`config.mk`:
```
export PLATFORM = sky130hd
export DESIGN_NAME = temp_seg_display_flat
export DESIGN_NICKNAME = d
export VERILOG_FILES = /design/src/rtl/temp_seg_display_if.sv /design/src/rtl/temp_seg_display.sv /design/src/flat_wrapper.sv
export SDC_FILE = /design/constraint.sdc
export NUM_CORES = 1
export LEC_CHECK = 0
export ABC_AREA = 0
export CORE_UTILIZATION = 35
export DETAILED_ROUTE_END_ITERATION = 10
export GPL_TIMING_DRIVEN = 0
export HOLD_SLACK_MARGIN = 0.08
export PLACE_DENSITY_LB_ADDON = 0.12
export SLEW_MARGIN = 20
export SYNTH_ARGS = -nofsm -noshare
export SYNTH_HDL_FRONTEND = slang
export SYNTH_SLANG_ARGS = --single-unit
```
`constraint.sdc`:
```
create_clock -name clk -period 4.85 [get_ports clk]
set_clock_uncertainty 0.1 [all_clocks]
set_input_delay 0.97 -clock clk [delete_from_list [all_inputs] [get_ports clk]]
set_output_delay 0.97 -clock clk [all_outputs]
set_load 0.02 [all_outputs]
```
`src/rtl/temp_seg_display_if.sv`:
```
// Display-stage bus: raw DS18B20 word in, conversion status and 7-segment outputs back.
// The master side drives the temperature word; the slave side is the display converter.
interface temp_seg_display_if;
    logic [15:0] temp_raw;
    logic        temp_valid;
    logic        busy;
    logic        bcd_valid;
    logic        sign;
    logic [1:0]  hundreds;
    logic        select;
    logic [6:0]  seven_segment_out;

    modport master (
        output temp_raw, temp_valid,
        input  busy, bcd_valid, sign, hundreds, select, seven_segment_out
    );

    modport slave (
        input  temp_raw, temp_valid,
        output busy, bcd_valid, sign, hundreds, select, seven_segment_out
    );
endinterface

```
`src/rtl/temp_seg_display.sv`:
```
// DS18B20 word -> sign/magnitude -> sequential double-dabble BCD -> multiplexed 7-segment display.
// Define DS_ROUND_EN to round the magnitude half away from zero instead of truncating toward zero.
module temp_seg_display #(
    parameter int CLK_FREQ_HZ = 27_000_000,
    parameter int REFRESH_HZ  = 1_000
) (
    input logic               clk,
    input logic               rst,
    temp_seg_display_if.slave bus
);

    localparam int HALF_RAW = CLK_FREQ_HZ / (2 * REFRESH_HZ);
    localparam int HALF     = (HALF_RAW < 1) ? 1 : HALF_RAW;
    localparam int CW       = (HALF > 1) ? $clog2(HALF) : 1;
    localparam logic [CW-1:0] CNT_LAST = CW'(HALF - 1);

    typedef enum logic [1:0] {IDLE, LOAD, SHIFT, DONE} state_t;

    state_t        state_q, state_d;
    logic [15:0]   word_q;
    logic          pend_q;
    logic [15:0]   pend_word_q;
    logic [7:0]    bin_q;
    logic [11:0]   bcd_q;
    logic [2:0]    bit_q;
    logic          neg_q;
    logic          sign_q;
    logic [1:0]    hund_q;
    logic [3:0]    tens_q;
    logic [3:0]    units_q;
    logic          shown_q;
    logic [CW-1:0] cnt_q;
    logic          sel_q;

    logic [15:0]   abs16;
    logic [7:0]    mag;
    logic          neg;
    logic [11:0]   bcdAdj;
    logic [19:0]   shifted;
    logic [6:0]    seg;

    function automatic logic [6:0] seg7(input logic [3:0] d);
        case (d)
            4'd0:    seg7 = 7'h3F;
            4'd1:    seg7 = 7'h06;
            4'd2:    seg7 = 7'h5B;
            4'd3:    seg7 = 7'h4F;
            4'd4:    seg7 = 7'h66;
            4'd5:    seg7 = 7'h6D;
            4'd6:    seg7 = 7'h7D;
            4'd7:    seg7 = 7'h07;
            4'd8:    seg7 = 7'h7F;
            4'd9:    seg7 = 7'h6F;
            default: seg7 = 7'h00;
        endcase
    endfunction

`ifdef DS_ROUND_EN
    logic [15:0] rnd16;
    always_comb begin
        abs16 = word_q[15] ? (~word_q + 16'd1) : word_q;
        rnd16 = (abs16 + 16'd8) >> 4;
        mag   = (rnd16 > 16'd199) ? 8'd199 : rnd16[7:0];
        neg   = word_q[15] & (mag != 8'd0);
    end
`else
    always_comb begin
        abs16 = word_q[15] ? (~word_q + 16'd1) : word_q;
        mag   = (abs16[11:4] > 8'd199) ? 8'd199 : abs16[11:4];
        neg   = word_q[15] & (mag != 8'd0);
    end
`endif

    // One double-dabble step: correct each BCD nibble, then shift binary bits into the BCD field.
    always_comb begin
        bcdAdj = bcd_q;
        for (int i = 0; i < 3; i++) begin
            if (bcd_q[i*4 +: 4] >= 4'd5) begin
                bcdAdj[i*4 +: 4] = bcd_q[i*4 +: 4] + 4'd3;
            end
        end
        shifted = {bcdAdj, bin_q} << 1;
    end

    always_comb begin
        state_d = state_q;
        case (state_q)
            IDLE:    if (bus.temp_valid || pend_q) state_d = LOAD;
            LOAD:    state_d = SHIFT;
            SHIFT:   if (bit_q == 3'd0) state_d = DONE;
            DONE:    state_d = IDLE;
            default: state_d = IDLE;
        endcase
    end

    always_ff @(posedge clk or negedge rst) begin
        if (!rst) state_q <= IDLE;
        else      state_q <= state_d;
    end

    // A strobe arriving while busy parks in pending; an IDLE strobe supersedes whatever is parked.
    always_ff @(posedge clk or negedge rst) begin
        if (!rst) begin
            word_q      <= 16'h0000;
            pend_q      <= 1'b0;
            pend_word_q <= 16'h0000;
            bin_q       <= 8'h00;
            bcd_q       <= 12'h000;
            bit_q       <= 3'd0;
            neg_q       <= 1'b0;
            sign_q      <= 1'b0;
            hund_q      <= 2'd0;
            tens_q      <= 4'd0;
            units_q     <= 4'd0;
            shown_q     <= 1'b0;
        end else begin
            if (state_q == IDLE) begin
                if (bus.temp_valid) begin
                    word_q <= bus.temp_raw;
                    pend_q <= 1'b0;
                end else if (pend_q) begin
                    word_q <= pend_word_q;
                    pend_q <= 1'b0;
                end
            end else if (bus.temp_valid) begin
                pend_q      <= 1'b1;
                pend_word_q <= bus.temp_raw;
            end
            case (state_q)
                LOAD: begin
                    bin_q <= mag;
                    bcd_q <= 12'h000;
                    neg_q <= neg;
                    bit_q <= 3'd7;
                end
                SHIFT: begin
                    bcd_q <= shifted[19:8];
                    bin_q <= shifted[7:0];
                    bit_q <= bit_q - 3'd1;
                end
                DONE: begin
                    sign_q  <= neg_q;
                    hund_q  <= 2'(bcd_q[11:8]);
                    tens_q  <= bcd_q[7:4];
                    units_q <= bcd_q[3:0];
                    shown_q <= 1'b1;
                end
                default: ;
            endcase
        end
    end

    always_ff @(posedge clk or negedge rst) begin
        if (!rst) begin
            cnt_q <= '0;
            sel_q <= 1'b0;
        end else if (cnt_q == CNT_LAST) begin
            cnt_q <= '0;
            sel_q <= ~sel_q;
        end else begin
            cnt_q <= cnt_q + 1'b1;
        end
    end

    // Tens digit is blanked when it would be a leading zero.
    always_comb begin
        seg = 7'h00;
        if (shown_q) begin
            if (!sel_q)                                seg = seg7(units_q);
            else if (tens_q != 4'd0 || hund_q != 2'd0) seg = seg7(tens_q);
        end
    end

    assign bus.busy              = (state_q != IDLE);
    assign bus.bcd_valid         = (state_q == DONE);
    assign bus.sign              = sign_q;
    assign bus.hundreds          = hund_q;
    assign bus.select            = sel_q;
    assign bus.seven_segment_out = seg;

endmodule

```
`src/flat_wrapper.sv`:
```
// flat-port wrapper written by rule: the top's interface ports become plain ports
module temp_seg_display_flat 
#(
    parameter int CLK_FREQ_HZ = 27_000_000,
    parameter int REFRESH_HZ  = 1_000
)
  (clk, rst, bus_temp_raw, bus_temp_valid, bus_busy, bus_bcd_valid, bus_sign, bus_hundreds, bus_select, bus_seven_segment_out);
  temp_seg_display_if bus_i ();
  input logic clk;
  input logic rst;
  input wire logic [$bits(bus_i.temp_raw)-1:0] bus_temp_raw;
  input wire logic [$bits(bus_i.temp_valid)-1:0] bus_temp_valid;
  output wire logic [$bits(bus_i.busy)-1:0] bus_busy;
  output wire logic [$bits(bus_i.bcd_valid)-1:0] bus_bcd_valid;
  output wire logic [$bits(bus_i.sign)-1:0] bus_sign;
  output wire logic [$bits(bus_i.hundreds)-1:0] bus_hundreds;
  output wire logic [$bits(bus_i.select)-1:0] bus_select;
  output wire logic [$bits(bus_i.seven_segment_out)-1:0] bus_seven_segment_out;
  assign bus_i.temp_raw = bus_temp_raw;
  assign bus_i.temp_valid = bus_temp_valid;
  assign bus_busy = bus_i.busy;
  assign bus_bcd_valid = bus_i.bcd_valid;
  assign bus_sign = bus_i.sign;
  assign bus_hundreds = bus_i.hundreds;
  assign bus_select = bus_i.select;
  assign bus_seven_segment_out = bus_i.seven_segment_out;
  temp_seg_display #(.CLK_FREQ_HZ(CLK_FREQ_HZ), .REFRESH_HZ(REFRESH_HZ)) u_core (.clk(clk), .rst(rst), .bus(bus_i));
endmodule
```
==> results.json <==
{
  "fin_nets": 535,
  "synth-edff-count": 0,
  "path_cells": "inv_1, ha_1, or2_2, a21oi_1, a31oi_1, o22a_1, nor2_1, clkdlybuf4s50_1",
  "ys.flop_type": "dfrtp_1",
  "nFillCells": 1261,
  "whs_endpoint": "u_core.cnt_q[0]$_DFF_PN0_",
  "antenna_cells": 0,
  "min_path_type": "flip-flop to flip-flop",
  "cts_tree": "yes",
  "rr_worst_depth": 6,
  "grt_pass1_wl_mm": 15.7,
  "core_um2": 12100,
  "clock_latency_ns": 0.33,
  "worstReg2RegStart": "u_core.word_q[9]$_DFFE_PN0P_",
  "final_antenna_net_count": 0,
  "grt_start_max_net_pins": 43,
  "overflow": 0,
  "final_area_um2": 5160,
  "start_util_pct": 36.1,
  "synth.area.top_cells": "dfrtp_1, ha_1, mux2_2, o21ai_0, nor2_1",
  "clk_path_buf_depth": 2,
  "power_leakage_nw": 2.26,
  "clock_sinks": 80,
  "placed_area_um2": 4870,
  "die_w_um": 114,
  "hold_depth": 1,
  "yosys_warnings": 0,
  "drt-initial-drc-count": 174,
  "synth.distinct_cells": 52,
  "utilization_pct": 42.6,
  "synth_nets": 496,
  "status": "finished clean",
  "root_buffer": "clkbuf_16",
  "ys_ff_latch": 80,
  "dr.pass1.iters": 4,
  "die_area_um2": 13000,
  "cp_max_fo": 7,
  "synthArstFlopShare_pct": 100,
  "crit_path_end_kind": "primary output",
  "io_buffer_count": 27,
  "crit_buf_inv": 2,
  "r2r_end": "u_core.neg_q$_DFFE_PN0N_",
  "required_ns": 3.78,
  "antenna_found_initial": 0,
  "worstSetupPathType": "flip-flop to primary output",
  "routabilityCongestion": 0.788,
  "dp_hpwl_mm": 6.47,
  "groute.usage.overall_pct": 15.3,
  "synth_top_area_cell": "dfrtp_1",
  "numCtsBuffers": 9,
  "setup_viol": 0,
  "num_rows": 40,
  "hold_viol": 0,
  "r2r_slack_ns": 2.49,
  "seq_area_um2": 2000,
  "min_period_ns": 3.65,
  "htreeDepth": 3,
  "die_h_um": 114,
  "grt_pass1_vias": 3285,
  "synth_seq_area_share_pct": 45.7,
  "area.growth.synth_to_final_pct": 17.9,
  "drt-vias-per-instance": 4.94,
  "cts_resized": 0,
  "worstMarginPinSlew_ns": 0.721,
  "wl_per_cell_um": 13.4,
  "slew_viol_final": 0,
  "drv_cap": 0,
  "vdd_ir_drop_max_mv": 0.252,
  "avgSynthCellArea_um2": 9.66,
  "fmax_mhz": 274,
  "cts_setup_buffers": 0,
  "cts.clk_slew.worst_paths_ns": 0.06,
  "cp-start-kind": "flip-flop",
  "finalWirelength_mm": 8.90,
  "hold_path_startpoint": "u_core.cnt_q[0]$_DFF_PN0_",
  "cpLargestDelayFamily": "buffers and inverters",
  "synth.top_cell.area_share_pct": 45.7,
  "slowest_stage": "clkdlybuf4s50_1",
  "power.density_nw_per_um2": 563,
  "synthCells": 453,
  "syn_area_um2": 4380,
  "cp.arrival_ns": 2.58,
  "rsz0062_at_grt": "no",
  "ctsHoldBuffers": 0,
  "boundaryPins": 32,
  "multi_input_area_um2": 2150,
  "route.detailed.drc": 0,
  "slew_headroom_pct": 51.9,
  "period_share_pct": 75.2,
  "drive_gt1_share_pct": 8.87,
  "cp_slowest_stage_delay_ns": 0.60,
  "num_vias": 3283
}
## synth_stat cells (4+ instances only)
library cell,count
dfrtp_1,80
nor2_1,42
nand2_1,36
inv_1,35
o21ai_0,33
ha_1,24
clkbuf_1,22
a21oi_1,19
mux2_2,18
mux2i_1,15
xnor2_1,14
o22ai_1,13
xor2_1,12
a31oi_1,11
nand3_1,9
nor3_1,9
nand2b_1,5
o21a_1,4
o31ai_1,4
## area by class of cell
type,count,area share [%]
clock inverters,5,1.12
flip-flops and latches,80,38.8
multi-input cells,314,41.6
plain buffers,23,1.82
well taps,168,4.07
inverters,36,2.62
repair buffers,28,5.58
clock buffers,10,4.44
## through the flow
| step | setup WS, ns | power [mW] | hold WS, ns | TNS (ns) | std cells |
|---|---|---|---|---|---|
| after global placement | -0.341 | 2.25 | 0.375 | -26.68 | 648 |
| after detailed placement | 1.57 | 2.27 | 0.380 | 0 | 649 |
| final | 1.20 | 2.90 | 0.385 | 0 | 664 |
| after global routing | 1.06 | 3.15 | 0.419 | 0 | 664 |
| after floorplan | 2.15 | 1.88 | 0.355 | 0 | 453 |
| after CTS | 1.19 | 2.95 | 0.391 | 0 | 664 |
## where the power goes
part	total (mW)	internal (mW)	switching, mW
registers	0.984	0.861	0.123
clock network	0.660	0.397	0.264
logic	1.26	0.519	0.740
total	2.90	1.78	1.13
## sequential cells by signal (all words and copies together) (netlist names)
| signal | count |
|---|---|
| u_core.cnt_q | 14 |
| u_core.pend_word_q | 13 |
| u_core.word_q | 13 |
| u_core.bcd_q | 12 |
| u_core.bin_q | 8 |
| u_core.tens_q | 4 |
| u_core.units_q | 4 |
| u_core.bit_q | 3 |
| u_core.bus.hundreds | 2 |
| u_core.state_q | 2 |
| u_core.bus.select | 1 |
| u_core.bus.sign | 1 |
| u_core.neg_q | 1 |
| u_core.pend_q | 1 |
| u_core.shown_q | 1 |
## layout by cell type, fill, tap and decap left out, types with 3 or more instances in the layout
| cell type | instances |
|---|---|
| and3_1 | 3 |
| a31oi_1 | 11 |
| xnor2_1 | 14 |
| clkbuf_16 | 9 |
| mux2_2 | 18 |
| dfrtp_1 | 80 |
| o32ai_1 | 3 |
| nor3_1 | 9 |
| ha_1 | 24 |
| inv_1 | 35 |
| clkbuf_1 | 23 |
| xor2_1 | 12 |
| nand2b_1 | 5 |
| nand3_1 | 9 |
| o22ai_1 | 13 |
| nand2_1 | 36 |
| nor2_1 | 42 |
| clkdlybuf4s50_1 | 26 |
| a21oi_1 | 19 |
| o21ai_0 | 33 |
| o21a_1 | 4 |
| o31ai_1 | 4 |
| mux2i_1 | 15 |
## how the worst max path moves through the flow
stage	startpoint	to	slack, ns	cells after the start
finish	u_core.units_q[1]$_DFFE_PN0P_	bus_seven_segment_out[3]	1.20	8
global route	u_core.units_q[1]$_DFFE_PN0P_	bus_seven_segment_out[3]	1.06	8
CTS	u_core.units_q[1]$_DFFE_PN0P_	bus_seven_segment_out[3]	1.19	8
detailed placement	u_core.units_q[1]$_DFFE_PN0P_	bus_seven_segment_out[3]	1.57	8
global placement	rst	u_core.cnt_q[7]$_DFF_PN0_	-0.34	1
floorplan	u_core.units_q[1]$_DFFE_PN0P_	bus_seven_segment_out[3]	2.15	7
## cell families (layout without fill, tap and decap cells)
group / count (synthesis) / count (layout) / share of synthesized area [%]
AOI/OAI and AO/OA: 105 / 105 / 15.2
xor gates and xnor gates: 26 / 26 / 5.20
muxes: 33 / 33 / 8.06
and+or+nand+nor: 126 / 126 / 13.8
adders and majority gates: 24 / 24 / 6.86
DFF: 80 / 80 / 45.7
buffers and inverters: 59 / 102 / 5.23
## metal layers
| metal | share of wire, % | vias to the layer above | track usage [%] |
|---|---|---|---|
| li1 | - | 1649 | - |
| met3 | 3.3 | 9 | 4.04 |
| met4 | 0.93 | 0 | 3.64 |
| met2 | 44 | 39 | 23.9 |
| met1 | 51 | 1586 | 21.1 |
| met5 | 0 | - | 0 |
No activity file was read; power rests on OpenSTA's default activity.
